## src/rtl/fp_align_add.sv

```systemverilog
// fp_align_add: front half of a single-precision adder.
// Unpacks two IEEE754 operands, orders them by magnitude, aligns the smaller
// mantissa one bit per cycle, then adds or subtracts the mantissas.
// Produces the larger exponent and a 25-bit unnormalised fraction for the
// downstream normalisation stage.
module fp_align_add #(
   parameter int MAX_SHIFT = 24
) (
   input  logic        clk,
   input  logic        rst,
   input  logic        in_valid,
   output logic        in_ready,
   input  logic [31:0] a_in,
   input  logic [31:0] b_in,
   output logic        out_valid,
   input  logic        out_ready,
   output logic        sign_out,
   output logic [7:0]  exp_max,
   output logic [24:0] fraction_25
);

   localparam int CNT_W = $clog2(MAX_SHIFT + 1);

   typedef enum logic [2:0] {
      IDLE  = 3'd0,
      SWAP  = 3'd1,
      ALIGN = 3'd2,
      ADD   = 3'd3,
      DONE  = 3'd4
   } state_t;

   state_t             state_r;
   logic [31:0]        a_r;
   logic [31:0]        b_r;
   logic               sign_l_r;
   logic               sign_s_r;
   logic [23:0]        mant_l_r;
   logic [23:0]        mant_s_r;
   logic [CNT_W-1:0]   cnt_r;
   logic               in_ready_r;
   logic               out_valid_r;
   logic               sign_out_r;
   logic [7:0]         exp_max_r;
   logic [24:0]        fraction_r;

   logic [7:0]         exp_a_s;
   logic [7:0]         exp_b_s;
   logic [23:0]        mant_a_s;
   logic [23:0]        mant_b_s;
   logic               a_is_l_s;
   logic [7:0]         exp_l_s;
   logic [7:0]         exp_sm_s;
   logic [7:0]         exp_diff_s;
   logic [CNT_W-1:0]   cnt_init_s;

   logic [24:0]        sum_s;
   logic [24:0]        dif_s;
   logic [24:0]        res_s;
   logic               res_sign_s;

   // Unpack captured operands, pick the larger one and derive the capped shift count.
   always_comb begin
      exp_a_s    = a_r[30:23];
      exp_b_s    = b_r[30:23];
      mant_a_s   = {(exp_a_s != 8'd0), a_r[22:0]};
      mant_b_s   = {(exp_b_s != 8'd0), b_r[22:0]};
      // On an exact tie A is treated as the larger operand.
      a_is_l_s   = ({exp_a_s, mant_a_s} >= {exp_b_s, mant_b_s});
      exp_l_s    = 8'd0;
      exp_sm_s   = 8'd0;
      if (a_is_l_s) begin
         exp_l_s  = exp_a_s;
         exp_sm_s = exp_b_s;
      end else begin
         exp_l_s  = exp_b_s;
         exp_sm_s = exp_a_s;
      end
      exp_diff_s = exp_l_s - exp_sm_s;
      cnt_init_s = '0;
      if (exp_diff_s > 8'(MAX_SHIFT)) begin
         cnt_init_s = CNT_W'(MAX_SHIFT);
      end else begin
         cnt_init_s = exp_diff_s[CNT_W-1:0];
      end
   end

   // Mantissa add/subtract; a zero difference always yields a positive zero.
   always_comb begin
      sum_s      = {1'b0, mant_l_r} + {1'b0, mant_s_r};
      dif_s      = {1'b0, mant_l_r} - {1'b0, mant_s_r};
      res_s      = 25'd0;
      res_sign_s = 1'b0;
      if (sign_l_r != sign_s_r) begin
         res_s = dif_s;
         if (dif_s == 25'd0) begin
            res_sign_s = 1'b0;
         end else begin
            res_sign_s = sign_l_r;
         end
      end else begin
         res_s      = sum_s;
         res_sign_s = sign_l_r;
      end
   end

   // Control FSM with all datapath and output registers.
   always_ff @(posedge clk) begin
      if (rst) begin
         state_r     <= IDLE;
         a_r         <= 32'd0;
         b_r         <= 32'd0;
         sign_l_r    <= 1'b0;
         sign_s_r    <= 1'b0;
         mant_l_r    <= 24'd0;
         mant_s_r    <= 24'd0;
         cnt_r       <= '0;
         in_ready_r  <= 1'b1;
         out_valid_r <= 1'b0;
         sign_out_r  <= 1'b0;
         exp_max_r   <= 8'd0;
         fraction_r  <= 25'd0;
      end else begin
         case (state_r)
            IDLE: begin
               if (in_valid) begin
                  a_r        <= a_in;
                  b_r        <= b_in;
                  in_ready_r <= 1'b0;
                  state_r    <= SWAP;
               end else begin
                  in_ready_r <= 1'b1;
               end
            end
            SWAP: begin
               if (a_is_l_s) begin
                  sign_l_r <= a_r[31];
                  sign_s_r <= b_r[31];
                  mant_l_r <= mant_a_s;
                  mant_s_r <= mant_b_s;
               end else begin
                  sign_l_r <= b_r[31];
                  sign_s_r <= a_r[31];
                  mant_l_r <= mant_b_s;
                  mant_s_r <= mant_a_s;
               end
               exp_max_r <= exp_l_s;
               cnt_r     <= cnt_init_s;
               if (cnt_init_s != '0) begin
                  state_r <= ALIGN;
               end else begin
                  state_r <= ADD;
               end
            end
            ALIGN: begin
               // Truncating shift: bits falling off the bottom are discarded.
               mant_s_r <= mant_s_r >> 1;
               cnt_r    <= cnt_r - CNT_W'(1);
               if (cnt_r == CNT_W'(1)) begin
                  state_r <= ADD;
               end else begin
                  state_r <= ALIGN;
               end
            end
            ADD: begin
               fraction_r <= res_s;
               sign_out_r <= res_sign_s;
               state_r    <= DONE;
            end
            DONE: begin
               // First DONE cycle raises out_valid; the handshake is only
               // taken once the result is visibly presented.
               if (out_valid_r) begin
                  if (out_ready) begin
                     out_valid_r <= 1'b0;
                     in_ready_r  <= 1'b1;
                     state_r     <= IDLE;
                  end else begin
                     out_valid_r <= 1'b1;
                  end
               end else begin
                  out_valid_r <= 1'b1;
               end
            end
            default: begin
               state_r     <= IDLE;
               in_ready_r  <= 1'b1;
               out_valid_r <= 1'b0;
            end
         endcase
      end
   end

   assign in_ready    = in_ready_r;
   assign out_valid   = out_valid_r;
   assign sign_out    = sign_out_r;
   assign exp_max     = exp_max_r;
   assign fraction_25 = fraction_r;

endmodule

```

## config.mk

```make
export PLATFORM = sky130hd
export DESIGN_NAME = fp_align_add
export DESIGN_NICKNAME = d
export VERILOG_FILES = /design/src/rtl/fp_align_add.sv
export SDC_FILE = /design/constraint.sdc
export NUM_CORES = 1
export LEC_CHECK = 0
export CORE_MARGIN = 2
export CORE_UTILIZATION = 45
export DETAILED_ROUTE_END_ITERATION = 12
export GPL_TIMING_DRIVEN = 0
export PLACE_DENSITY = 0.67
export SLEW_MARGIN = 15
export SYNTH_ARGS = -nofsm -noshare
export SYNTH_HDL_FRONTEND = slang
export SYNTH_SLANG_ARGS = --single-unit
export TNS_END_PERCENT = 1
```

## constraint.sdc

```tcl
create_clock -name clk -period 4.7 [get_ports clk]
set_clock_uncertainty 0.05 [all_clocks]
set_input_delay 1.41 -clock clk [delete_from_list [all_inputs] [get_ports clk]]
set_output_delay 1.41 -clock clk [all_outputs]
set_load 0.01 [all_outputs]
```

==> results of run 1 <==
## repair_timing
item / 4_1_cts / 5_1_grt
endpoints found under the hold margin: 0 / 0
endpoints found under the setup margin: 0 / 14
gates resized for setup: 0 / 3
## synth_stat cells, types with 10 or more instances
library cell / number / area (um2)
nand2_1: 218 / 818.3
dfxtp_1: 158 / 3163
a21oi_1: 146 / 730.7
nor2_1: 115 / 431.7
inv_1: 89 / 334.1
ha_1: 82 / 1026
clkbuf_1: 71 / 266.5
o21ai_0: 65 / 325.3
a211oi_1: 45 / 337.8
mux2i_1: 42 / 420.4
xnor2_1: 25 / 219.0
nor3_1: 24 / 120.1
a222oi_1: 23 / 230.2
nand2b_1: 19 / 118.9
nand3_1: 18 / 90.09
xor2_1: 14 / 122.6
buf_2: 12 / 60.06
o21a_1: 12 / 90.09
nor4_1: 10 / 62.56
## sequential cells by signal, indices dropped and copies added, names as in the netlist
register     count
a_r             32
b_r             32
cnt_r            5
exp_max          8
fraction_25     25
in_ready         1
mant_l_r        24
mant_s_r        24
out_valid        1
sign_l_r         1
sign_out         1
sign_s_r         1
state_r          3
## cells by family (layout without fill, tap and decap cells)
group           count (synthesis)  count (layout)  synth area share (%)
simple gates                  464             464                 20.11
compound gates                387             387                 24.47
buf+inv                       184             319                 7.028
flops                         158             158                 30.37
fa+ha+maj                      84              84                 10.24
mux                            46              46                 4.505
xor+xnor                       39              39                 3.280
## per-stage QoR
step / cells / total power (W) / hold WS, ns / cell area, um2
final: 1782 / 0.005492 / 0.4011 / 12440
after global routing: 1782 / 0.005844 / 0.4115 / 12440
after floorplan: 1362 / 0.003346 / 0.3959 / 10420
after CTS: 1782 / 0.005481 / 0.4040 / 12440
after detailed placement: 1750 / 0.003972 / 0.3946 / 11800
after global placement: 1750 / 0.003940 / 0.3894 / 11800
## per-layer routing
metal	vias up	part of all wire, %	global-route usage [%]
met4	0	1.2	6.859
met1	4539	49	35.53
met2	324	44	39.02
met3	29	5.7	2.889
met5	-	0	0
li1	5052	-	-
## worst paths after layout
| kind | start | to | slack, ns | depth (start not counted) |
|---|---|---|---|---|
| max | a_r[24]$_SDFFE_PP0P_ | cnt_r[4]$_SDFFE_PP0P_ | 0.30 | 13 |
| min | fraction_25[14]$_SDFFE_PP0P_ | fraction_25[14]$_SDFFE_PP0P_ | 0.40 | 2 |
| max reg2reg | a_r[24]$_SDFFE_PP0P_ | cnt_r[4]$_SDFFE_PP0P_ | 0.30 | 13 |
| min reg2reg | fraction_25[14]$_SDFFE_PP0P_ | fraction_25[14]$_SDFFE_PP0P_ | 0.40 | 2 |
## where the power goes
part | internal, W | switching (W) | total, W
logic | 0.000950 | 0.00143 | 0.00238
registers | 0.00147 | 0.000139 | 0.00161
clock network | 0.000874 | 0.000629 | 0.00150
## final cells by class
cell class | count | area, um2
Fill cell | 2245 | 10270
Tap cell | 285 | 356.6
Clock inverter | 14 | 196.4
Sequential cell | 158 | 3163
Timing Repair Buffer | 103 | 1031
Multi-Input combinational cell | 1020 | 6521
Buffer | 94 | 395.4
Inverter | 90 | 337.8
Clock buffer | 18 | 439.2
## critical path, cell delays in order, from the launching register on
cell and delay [ns]:
dfxtp_1 0.37, nor4_1 0.43, nand2_1 0.18, ha_1 0.33
and4_1 0.21, a2111oi_1 0.56, o2111a_1 0.40, o21a_1 0.18
buf_6 0.15, mux2i_1 0.17, a221oi_1 0.45, o2111ai_1 0.23
and3_1 0.22, or3_1 0.34
==> run_results.csv, run 1 <==
group,metric,value,unit
status,status,"completed",
setup_path,start_kind,"flip-flop",
global_routing,grt_pass1_vias,9242,
global_routing,grt_max_degree,17,
power_and_ir_drop,power_density,441.5,nW/um2
sta,setup_viol,0,
min_path,hold_class,"reg2reg",
placed_design,gp_congestion,0.9035,
global_routing,track_usage,24.69,%
placed_design,dp_hpwl,23.39,mm
global_routing,grt_overflow_total,0,
sta,tns,0,ns
final_layout,finish.net_count,1636,
cts,insertion_delay,0.43,ns
yosys,ys_types,85,
floorplan,die_w,156.1,um
yosys,synth_edf_count,0,
global_routing,grt_pass1_wl,48.04,mm
yosys,synthesis.nets,1514,
routing,drt_iter0_drc,818,
sta,worst_pin_slew,1.026,ns
cts,numClockSinks,158,
yosys,synth_warnings,0,
routing,drtPass1Iterations,5,
floorplan,initial_core_util,45.86,%
cts,clk_pin_slew,0.07,ns
floorplan,core,22710,um2
cts,postCtsHoldBufs,0,
setup_path,crit_fanout,9,
power_and_ir_drop,ir_drop,0.2302,mV
final_layout,layout-drive-gt1-share,5.277,%
cts,cts_buffers,17,
sta,layout_setup_ws,0.3031,ns
cts,cts-root-buf,"clkbuf_16",
floorplan,boundaryPins,104,
sta,rsz0062_at_grt,"no",
routing,drc_errors,0,
final_layout,area_growth_syn_to_layout,19.45,%
yosys,synth-seq-cells,158,
setup_path,cp-end-kind,"flip-flop",
routing,vias,9944,
yosys,synth_top_flop_cell,"dfxtp_1",
final_layout,antenna_cells,0,
floorplan,die-area,24380,um2
sta,hold_violations,0,
final_layout,utilization,54.78,%
routing,ant_nets,0,
cts,h-tree-depth,4,
sta,max-slew-margin-rel,31.35,%
routing,drt-total-wl,29.80,mm
cts,clockBufferDepth,2,
sta,timing.final.crit_period,4.397,ns
job,maxCapViolCount,0,
routing,wire_per_inst,16.72,um
setup_path,worst_ep_arrival_time,4.65,ns
final_layout,final_common_cell,"nand2_1",
yosys,async_reset_ff_share,0,%
sta,fin_crit_sh,93.55,%
yosys,synthCells,1362,
yosys,synth.cell_area,10410,um2
yosys,ys_seq_area_share,30.37,%
floorplan,rows,55,
sta,max_freq,227.4,MHz
cts,postCtsSetupBuffers,0,
sta,drv_slew,0,
power_and_ir_drop,p_leak,4.822,nW
setup_path,crit_type,"reg2reg",
placed_design,pre_cts_ws,0.1468,ns
final_layout,mostFrequentLayoutCells,"nand2_1 (218), dfxtp_1 (158), a21oi_1 (146)",
floorplan,die_y,156.1,um
routing,vias_per_cell,5.580,
yosys,syn_avg_cell_area,7.647,um2
placed_design,io_buffers,103,
setup_path,required,4.95,ns
cts,cts_tree,"built",
global_routing,antenna_found_initial,0,
Note: power is estimated with default switching activity, not from simulation.
==> inputs of run 2 (changes only) <==
Settings changed: HOLD_SLACK_MARGIN set to 0.02.
==> results of run 2 <==
Final layout, timing and power as in run 1 (identical DEF).
==> inputs of run 3 (changes only) <==
Settings changed: CORE_UTILIZATION 45 to 30, PLACE_DENSITY 0.67 to 0.49.
==> run 3 against run 2 <==
Hold slack lost 0.0016 ns; utilization shrank 18 points; first-iteration DRC count shrank 19%; sequential share of layout area shrank 0.28 points; global-route usage shrank 6.3 points; final cell count grew 9.5%; non-clock buffer count is the same; combinational power is essentially flat; clock power shrank 8%; critical endpoint unchanged; largest cell class unchanged.
==> run_results.csv, run 3 (synthesis gave the netlist of run 1 again) <==
group,metric,value,unit
power_and_ir_drop,power_density,429.2,nW/um2
global_routing,grt_pass1_vias,9150,
placed_design,dp.cells,1920,
setup_path,cpMaxStageDelayCell,"a2111oi_2",
placed_design,gp_congestion,0.8414,
setup_path,crit_fanout,10,
cts,clk_pin_slew,0.07,ns
final_layout,area_growth_syn_to_layout,20.80,%
sta,layout_setup_ws,0.4223,ns
routing,ant_nets,0,
setup_path,reg2regPathDepth,16,
setup_path,worst_ep_arrival_time,4.55,ns
global_routing,grt_pass1_wl,51.92,mm
sta,drv_slew,0,
sta,max_freq,233.8,MHz
final_layout,final_common_cell,"nand2_1",
global_routing,grt_max_degree,17,
cts,clockBufferDepth,2,
floorplan,die-area,36220,um2
cts,insertion_delay,0.44,ns
cts,postCtsSetupBuffers,0,
sta,rsz0062_at_grt,"no",
setup_path,path_cells,"clkbuf_1 > inv_1 > nand4_1 > nor2_1 > ha_1 > and4_1 > a2111oi_2 > o2111a_1 > o21a_1 > buf_6 > buf_2 > o221ai_1 > o32ai_1 > o2111ai_1 > and3_1 > or3_1",
sta,setup_viol,0,
global_routing,grt_overflow_total,0,
min_path,whs_path_depth,2,
routing,drt-total-wl,33.10,mm
sta,worst_pin_slew,1.124,ns
power_and_ir_drop,p_leak,4.772,nW
final_layout,antenna_cells,0,
global_routing,track_usage,18.35,%
min_path,hold_class,"reg2reg",
routing,drt_iter0_drc,665,
global_routing,antenna_found_initial,0,
min_path,min_to,"fraction_25[18]$_SDFFE_PP0P_",
floorplan,initial_core_util,30.30,%
final_layout,finish.net_count,1636,
routing,drc_errors,0,
cts,cts-root-buf,"clkbuf_16",
power_and_ir_drop,ir_drop,0.2855,mV
sta,fin_crit_sh,91.01,%
routing,vias,9802,
status,status,"completed",
routing,drtPass1Iterations,8,
job,maxCapViolCount,0,
final_layout,layout-drive-gt1-share,5.013,%
routing,vias_per_cell,5.024,
routing,wire_per_inst,16.97,um
setup_path,cpPeakStageDelay,0.42,ns
floorplan,core,34370,um2
placed_design,dp_hpwl,26.53,mm
setup_path,required,4.97,ns
placed_design,io_buffers,103,
sta,tns,0,ns
setup_path,r2r-start,"b_r[23]$_SDFFE_PP0P_",
cts,cts_tree,"built",
placed_design,place_area,12020,um2
final_layout,design_area,12580,um2
cts,numClockSinks,158,
placed_design,pre_cts_ws,-0.1176,ns
floorplan,boundaryPins,104,
setup_path,cp-end-kind,"flip-flop",
cts,cts_buffers,17,
setup_path,r2r_end,"cnt_r[4]$_SDFFE_PP0P_",
setup_path,crit_type,"reg2reg",
final_layout,mostFrequentLayoutCells,"nand2_1 (218), dfxtp_1 (158), a21oi_1 (146)",
min_path,worstHoldStart,"fraction_25[18]$_SDFFE_PP0P_",
cts,h-tree-depth,4,
sta,timing.final.crit_period,4.278,ns
floorplan,die_w,190.3,um
sta,hold_violations,0,
setup_path,start_kind,"flip-flop",
floorplan,rows,68,
floorplan,die_y,190.3,um
final_layout,final_cell_count_no_fill,1951,
setup_path,ff2ff_setup_slack,0.42,ns
sta,max-slew-margin-rel,24.79,%
-- run 3: routing by layer --
metal  part of all wire, %  GRT usage (%)
met1                    52          26.93
met2                    43          28.80
met3                   3.9          2.227
met4                  0.88          3.578
met5                     0              0
-- run 3: final cells by class --
type                            instances  area [um2]
Fill cell                            3694       21790
Multi-Input combinational cell       1020        6526
Sequential cell                       158        3163
Timing Repair Buffer                  103        1031
Tap cell                              455       569.3
Clock buffer                           21       440.4
Buffer                                 94       395.4
Inverter                               90       337.8
Clock inverter                         10       117.6
-- run 3: per-stage QoR --
step	power, W	hold slack, ns	utilization, %
2_1_floorplan	0.003346	0.3959	-
3_3_place_gp	0.004025	0.3916	34.96
3_5_place_dp	0.004037	0.3938	34.96
4_1_cts	0.005425	0.4032	36.58
5_1_grt	0.005761	0.4161	36.60
6_report	0.005400	0.3994	36.60
-- run 3: power by group --
group	leakage, nW	internal (W)	switching, W
registers	1.29	0.00147	0.000136
logic	3.22	0.000952	0.00146
clock network	0.259	0.000778	0.000601
-- run 3: how the worst max path moves through the flow --
stage / slack, ns / end / cells after the start / start
finish: 0.42 / cnt_r[4]$_SDFFE_PP0P_ / 16 / b_r[23]$_SDFFE_PP0P_
global route: 0.12 / cnt_r[4]$_SDFFE_PP0P_ / 16 / b_r[23]$_SDFFE_PP0P_
CTS: 0.03 / mant_s_r[17]$_SDFFE_PP0P_ / 16 / b_r[23]$_SDFFE_PP0P_
detailed placement: -0.12 / mant_s_r[17]$_SDFFE_PP0P_ / 16 / b_r[23]$_SDFFE_PP0P_
global placement: -0.10 / mant_s_r[17]$_SDFFE_PP0P_ / 14 / a_r[24]$_SDFFE_PP0P_
floorplan: 1.18 / cnt_r[4]$_SDFFE_PP0P_ / 15 / a_r[29]$_SDFFE_PP0P_
-- run 3: timing repair --
action / 4_1_cts / 5_1_grt
resized for setup: 1 / 3
endpoints found under the setup margin: 10 / 9
hold buffers: 0 / 0
-- run 3: worst max-delay path, delay by kind of cell (launching register included) --
family          cells  cell delay (ns)
compound gates      6             1.63
simple gates        5             1.11
fa+ha+maj           1             0.29
buf+inv             4             0.77
flops               1             0.30
